## src/rtl/systolic_result_packer_pkg.sv

```systemverilog
`default_nettype none
// ============================================================================
// Module   : systolic_result_packer_pkg
// Brief    : Shared widths and helpers for the systolic result packer slice.
// Revision : 1.0 - initial release
// ============================================================================
package systolic_result_packer_pkg;

    localparam int PIX_W             = 24;
    localparam int PIX_PER_BLK       = 16;
    localparam int BLK_W             = PIX_W * PIX_PER_BLK;
    localparam int AXIS_W            = 32;
    localparam int DEF_ARRAY_LATENCY = 2;
    localparam int PIX_CNT_W         = $clog2(PIX_PER_BLK);

    typedef logic [PIX_W-1:0] pixel_t;
    typedef logic [BLK_W-1:0] block_t;

    // Extract pixel idx from a packed result block (pixel k at bits 24k+23:24k)
    function automatic pixel_t blk_pixel(input block_t blk, input logic [PIX_CNT_W-1:0] idx);
        return blk[int'(idx) * PIX_W +: PIX_W];
    endfunction

endpackage
`default_nettype wire

```

## src/rtl/systolic_result_packer_fifo.sv

```systemverilog
`default_nettype none
// ============================================================================
// Module   : systolic_result_packer_fifo
// Brief    : Synchronous block FIFO with asynchronous-read storage. The caller
//            only pushes when there is room (or a pop in the same cycle) and
//            only pops when non-empty.
// Revision : 1.0 - initial release
// ============================================================================
module systolic_result_packer_fifo #(
    parameter int DEPTH = 4,
    parameter int WIDTH = 384
) (
    input  logic                     aclk,
    input  logic                     aresetn,
    input  logic                     push,
    input  logic [WIDTH-1:0]         push_data,
    input  logic                     pop,
    output logic [WIDTH-1:0]         head_data,
    output logic [$clog2(DEPTH):0]   occ
);

    localparam int PTR_W = $clog2(DEPTH);
    localparam int OCC_W = PTR_W + 1;

    logic [WIDTH-1:0] r_mem [DEPTH];
    logic [PTR_W-1:0] r_wr_ptr;
    logic [PTR_W-1:0] r_rd_ptr;
    logic [OCC_W-1:0] r_occ;

    // Storage write; no reset so the array maps onto distributed RAM
    always_ff @(posedge aclk) begin
        if (push) begin
            r_mem[r_wr_ptr] <= push_data;
        end
    end

    // Pointer and occupancy bookkeeping; pointers wrap naturally (power-of-2 depth)
    always_ff @(posedge aclk) begin
        if (!aresetn) begin
            r_wr_ptr <= '0;
            r_rd_ptr <= '0;
            r_occ    <= '0;
        end else begin
            if (push) r_wr_ptr <= r_wr_ptr + PTR_W'(1);
            if (pop)  r_rd_ptr <= r_rd_ptr + PTR_W'(1);
            unique case ({push, pop})
                2'b10:   r_occ <= r_occ + OCC_W'(1);
                2'b01:   r_occ <= r_occ - OCC_W'(1);
                default: r_occ <= r_occ;
            endcase
        end
    end

    assign head_data = r_mem[r_rd_ptr];
    assign occ       = r_occ;

endmodule
`default_nettype wire

```

## src/rtl/systolic_result_packer.sv

```systemverilog
`default_nettype none
// ============================================================================
// Module   : systolic_result_packer
// Brief    : Buffers 16x24-bit systolic result blocks and serialises them onto
//            an AXI4-Stream master, one pixel per beat, with credit-based
//            array_ready toward the pixel feeder and a sticky overflow flag.
// Revision : 1.0 - initial release
// ============================================================================
module systolic_result_packer
    import systolic_result_packer_pkg::*;
#(
    parameter int FIFO_DEPTH     = 4,
    parameter int ARRAY_LATENCY  = DEF_ARRAY_LATENCY,
    parameter int BLOCKS_PER_PKT = 16
) (
    input  logic              aclk,
    input  logic              aresetn,
    input  logic              pixel_valid,
    output logic              array_ready,
    input  logic [BLK_W-1:0]  result,
    input  logic              result_valid,
    output logic [AXIS_W-1:0] m_axis_tdata,
    output logic              m_axis_tvalid,
    input  logic              m_axis_tready,
    output logic              m_axis_tlast,
    output logic              overflow
);

    localparam int OCC_W     = $clog2(FIFO_DEPTH) + 1;
    localparam int BLK_CNT_W = (BLOCKS_PER_PKT > 1) ? $clog2(BLOCKS_PER_PKT) : 1;
    localparam int SUM_W     = OCC_W + $clog2(ARRAY_LATENCY + 1) + 1;

    localparam logic [PIX_CNT_W-1:0] c_LAST_PIX = PIX_CNT_W'(PIX_PER_BLK - 1);
    localparam logic [BLK_CNT_W-1:0] c_LAST_BLK = BLK_CNT_W'(BLOCKS_PER_PKT - 1);

    logic [PIX_CNT_W-1:0]     r_pix_cnt;
    logic [BLK_CNT_W-1:0]     r_blk_cnt;
    logic [ARRAY_LATENCY-1:0] r_pv_sr;
    logic                     r_overflow;

    logic [OCC_W-1:0] w_occ;
    block_t           w_head;
    logic             w_tvalid;
    logic             w_hs;
    logic             w_last_pix;
    logic             w_pop;
    logic             w_full;
    logic             w_push;
    logic [SUM_W-1:0] w_inflight;
    logic [SUM_W-1:0] w_commit;

    assign w_tvalid   = (w_occ != '0);
    assign w_hs       = w_tvalid && m_axis_tready;
    assign w_last_pix = (r_pix_cnt == c_LAST_PIX);
    assign w_pop      = w_hs && w_last_pix;
    assign w_full     = (w_occ == OCC_W'(FIFO_DEPTH));
    // A pop in the same cycle frees the slot the incoming block needs
    assign w_push     = result_valid && (!w_full || w_pop);

    systolic_result_packer_fifo #(
        .DEPTH (FIFO_DEPTH),
        .WIDTH (BLK_W)
    ) u_fifo (
        .aclk      (aclk),
        .aresetn   (aresetn),
        .push      (w_push),
        .push_data (result),
        .pop       (w_pop),
        .head_data (w_head),
        .occ       (w_occ)
    );

    // Pixel index within the head block and block index within the packet
    always_ff @(posedge aclk) begin
        if (!aresetn) begin
            r_pix_cnt <= '0;
            r_blk_cnt <= '0;
        end else if (w_hs) begin
            if (w_last_pix) begin
                r_pix_cnt <= '0;
                r_blk_cnt <= (r_blk_cnt == c_LAST_BLK) ? '0 : r_blk_cnt + BLK_CNT_W'(1);
            end else begin
                r_pix_cnt <= r_pix_cnt + PIX_CNT_W'(1);
            end
        end
    end

    // Sticky overflow: a block arrived with no room and no simultaneous pop
    always_ff @(posedge aclk) begin
        if (!aresetn) begin
            r_overflow <= 1'b0;
        end else if (result_valid && w_full && !w_pop) begin
            r_overflow <= 1'b1;
        end
    end

    // Track pixel strobes still travelling through the array
    generate
        if (ARRAY_LATENCY > 1) begin : g_pv_multi
            always_ff @(posedge aclk) begin
                if (!aresetn) r_pv_sr <= '0;
                else          r_pv_sr <= {r_pv_sr[ARRAY_LATENCY-2:0], pixel_valid};
            end
        end else begin : g_pv_single
            always_ff @(posedge aclk) begin
                if (!aresetn) r_pv_sr <= '0;
                else          r_pv_sr <= pixel_valid;
            end
        end
    endgenerate

    // Count in-flight blocks; ready only if buffered plus in-flight leaves room
    always_comb begin
        w_inflight = '0;
        for (int i = 0; i < ARRAY_LATENCY; i++) begin
            w_inflight = w_inflight + SUM_W'(r_pv_sr[i]);
        end
        w_commit = SUM_W'(w_occ) + w_inflight;
    end

    assign array_ready   = (w_commit < SUM_W'(FIFO_DEPTH));
    assign m_axis_tvalid = w_tvalid;
    assign m_axis_tdata  = w_tvalid ? {{(AXIS_W-PIX_W){1'b0}}, blk_pixel(w_head, r_pix_cnt)} : '0;
    assign m_axis_tlast  = w_tvalid && w_last_pix && (r_blk_cnt == c_LAST_BLK);
    assign overflow      = r_overflow;

endmodule
`default_nettype wire
```

## config.mk

```make
export PLATFORM = sky130hd
export DESIGN_NAME = systolic_result_packer
export DESIGN_NICKNAME = d
export VERILOG_FILES = /design/src/rtl/systolic_result_packer_pkg.sv /design/src/rtl/systolic_result_packer_fifo.sv /design/src/rtl/systolic_result_packer.sv
export SDC_FILE = /design/constraint.sdc
export NUM_CORES = 1
export LEC_CHECK = 0
export BUFFER_PORTS_ARGS = -buffer_cell sky130_fd_sc_hd__buf_4
export CAP_MARGIN = 0
export CORE_MARGIN = 2
export CORE_UTILIZATION = 35
export CTS_CLUSTER_SIZE = 16
export DETAILED_ROUTE_END_ITERATION = 16
export MAX_ROUTING_LAYER = met4
export PLACE_DENSITY = 0.58
export SKIP_LAST_GASP = 1
export SLEW_MARGIN = 25
export SYNTH_ARGS = -nofsm -noshare
export SYNTH_HDL_FRONTEND = slang
export SYNTH_SLANG_ARGS = --single-unit
```

## constraint.sdc

```tcl
create_clock -name aclk -period 18.03 [get_ports aclk]
set_input_delay 2.7045 -clock aclk [delete_from_list [all_inputs] [get_ports aclk]]
set_output_delay 2.7045 -clock aclk [all_outputs]
set_load 0.01 [all_outputs]
```

==> flow_summary.toml <==
[hold_path]
hp-start = "r_pv_sr[0]$_SDFF_PN0_"
min_to = "r_pv_sr[1]$_SDFF_PN0_"
hold_path_class = "register to register"
worst_hold_path.num_cells = 1

[global_routing]
antenna_found_initial = 75
grt_overflow = 0
grt_max_degree = 139
first_global_vias = 29700
grt_pass1_wl_um = 221000
gr-usage-all-layers = 0.184

[finish]
final_net_count = 3651
fillers = 14800
fin_util = 0.416
final_layout_size_suffix_gt1_frac = 0.291
area.growth.synth_to_final_pct = 18.1

[clock_network]
cts_hold_buf = 0
cts_buffer_depth = 3
clockRootBuffer = "clkbuf_16"
tritoncts = "done"
cts-resized-gates = 0
clk_pin_slew_ns = 0.06
clock-sinks = 1556
htree_levels = 4
cts_setup_buffers = 0
cts_buffers = 164
clk_latency_ns = 0.81

[sta]
finalSetupTns_ns = 0
slew_violations = 0
postLayoutSetupSlackWorst_ns = 9.17
hold_violations = 0
fin_crit_sh = 0.491
setup_viol = 0
relSlewSlack = 0.287
tightest_slew_ns = 1.07
max_freq_ghz = 0.113
rsz0062_at_grt = "false"
skew_ns = 0.0306
min_period_ns = 8.86

[drt]
routed_wl_um = 158000
drt_iter0_markers = 2176
wl_per_cell_um = 27.9
routed-via-count = 29000
final_antenna_net_count = 0
firstDrtPassIters = 5
drt-vias-per-instance = 5.13
drc = 0

[yosys]
netlist_area_sq_um = 59700
synth_area_leaders = "edfxtp_1 (77%), mux4_2 (10%), mux2i_1 (5.1%), o221ai_1 (0.69%), o22ai_1 (0.68%)"
ys_types = 50
yosysWarnings = 0
ys_ff_latch = 1556
synth_top_area_frac = 0.772
yosys.cell_count.top_type = "edfxtp_1"
synth_edf_count = 1536
ys_seq_area_frac = 0.779
synth_cells = 2770
synth_top_area_cell = "edfxtp_1"
avgSynthCellArea_sq_um = 21.6
synth-main-ff-cell = "edfxtp_1"
netlist_top_cells_count = "edfxtp_1 (1536), mux2i_1 (305), mux4_2 (270)"
synthArstFlopShare = 0

[critical_path]
crit_top_cell = "buf_4"
max_stage_delay_ns = 0.81
crit_type = "register to primary output"
cp.arrival_ns = 6.16
path_buf_inv = 4
r2r_slack_ns = 11.12
r2r-end = "u_fifo.r_mem[2][210]$_DFFE_PP_"
startpoint_type = "register"
r2r_cells = 10
worstPathCellList = "buf_4, buf_4, buf_4, mux4_2, mux2i_1, nor2_1, a211oi_1, o22ai_1, buf_4"
end_kind = "primary output"
required_ns = 15.33
crit_family = "buffers and inverters"
worst-path-max-fanout = 44
r2r-start = "r_pix_cnt[1]$_SDFFE_PN0P_"
slowest_stage = "a211oi_1"

[place]
pre_cts_slack_ns = 9.74
place_congestion = 0.750
dp_hpwl_um = 98900
io_buffers = 416

[power]
p_leak_nw = 22.0
finalPower_w = 0.00786
ir_drop_v = 0.0000911
power_density_nw_per_um2 = 112

[floorplan]
die_h_um = 417
initial_utilization = 0.352
die_area_sq_um = 174000
die_x_um = 417
rows = 151
pin_count = 425
core_area_sq_um = 169000

[run_status]
status = "complete, no violations"

[job]
drv_cap = 0
## final cells by class
cell class | count | area, sq um | area share
Clock buffer | 205 | 4300 | 0.0610
Sequential cell | 1556 | 46500 | 0.660
Clock inverter | 87 | 812 | 0.0115
Tap cell | 2218 | 2780 | 0.0394
Antenna cell | 57 | 143 | 0.00202
Timing Repair Buffer | 477 | 3680 | 0.0522
Multi-Input combinational cell | 1049 | 12200 | 0.174
Inverter | 6 | 22.5 | 0.000319
## cells by family after synthesis
group,share of synthesized area
multiplexers,0.153
AO/OA/AOI/OAI,0.0380
buffers and inverters,0.0169
AND/OR/NAND/NOR,0.00968
flip-flops,0.779
XOR/XNOR,0.00132
other,0.0000628
adder cells (fa/ha/maj),0.00180
## per-stage QoR
stage | instances | hold WS, ns | cell area (sq um)
2_1_floorplan | 2777 | 0.441 | 59700
3_3_place_gp | 5305 | 0.454 | 65200
3_5_place_dp | 5305 | 0.472 | 65200
4_1_cts | 5597 | 0.489 | 70300
5_1_grt | 5649 | 0.505 | 70500
6_report | 5655 | 0.486 | 70500
## flip-flops by register name (all words and copies together) (netlist names), named ones only
| signal | cells |
|---|---|
| u_fifo.r_mem | 1536 |
| u_fifo.r_rd_ptr | 2 |
| r_pv_sr | 2 |
| r_pix_cnt | 4 |
| r_blk_cnt | 4 |
| u_fifo.occ | 3 |
| u_fifo.r_wr_ptr | 2 |
| overflow | 1 |
## metal layers
metal / track usage / routed length (um) / vias up
met5: - / 0 / -
met4: 0.0658 / 4110 / 0
met3: 0.0491 / 9690 / 231
met2: 0.302 / 81300 / 810
met1: 0.220 / 62500 / 15300
li1: - / - / 12700
## worst max path at each step
stage / slack [ns] / to / from / cells past startpoint
2_1_floorplan: 5.13 / u_fifo.r_mem[0][0]$_DFFE_PP_ / m_axis_tready / 4
3_3_place_gp: 9.75 / m_axis_tdata[18] / register / 9
3_5_place_dp: 9.74 / m_axis_tdata[18] / register / 9
4_1_cts: 8.86 / m_axis_tdata[18] / register / 9
5_1_grt: 8.69 / m_axis_tdata[18] / register / 9
6_report: 9.17 / m_axis_tdata[18] / register / 9
## power by group
group | switching (W) | internal, W
Clock | 0.00139 | 0.00184
Combinational | 0.000269 | 0.000162
Sequential | 0.0000380 | 0.00417
Total | 0.00170 | 0.00617
## cell usage in the layout (no fill, tap or decap), types with 43 or more instances in the layout
cell type and count:
edfxtp_1 1536, clkbuf_16 165, buf_4 469, mux2i_1 305
o22ai_1 65, diode_2 57, o21ai_0 43, mux4_2 270
o221ai_1 47, nor2_1 62
(Power assumes the default switching activity.)
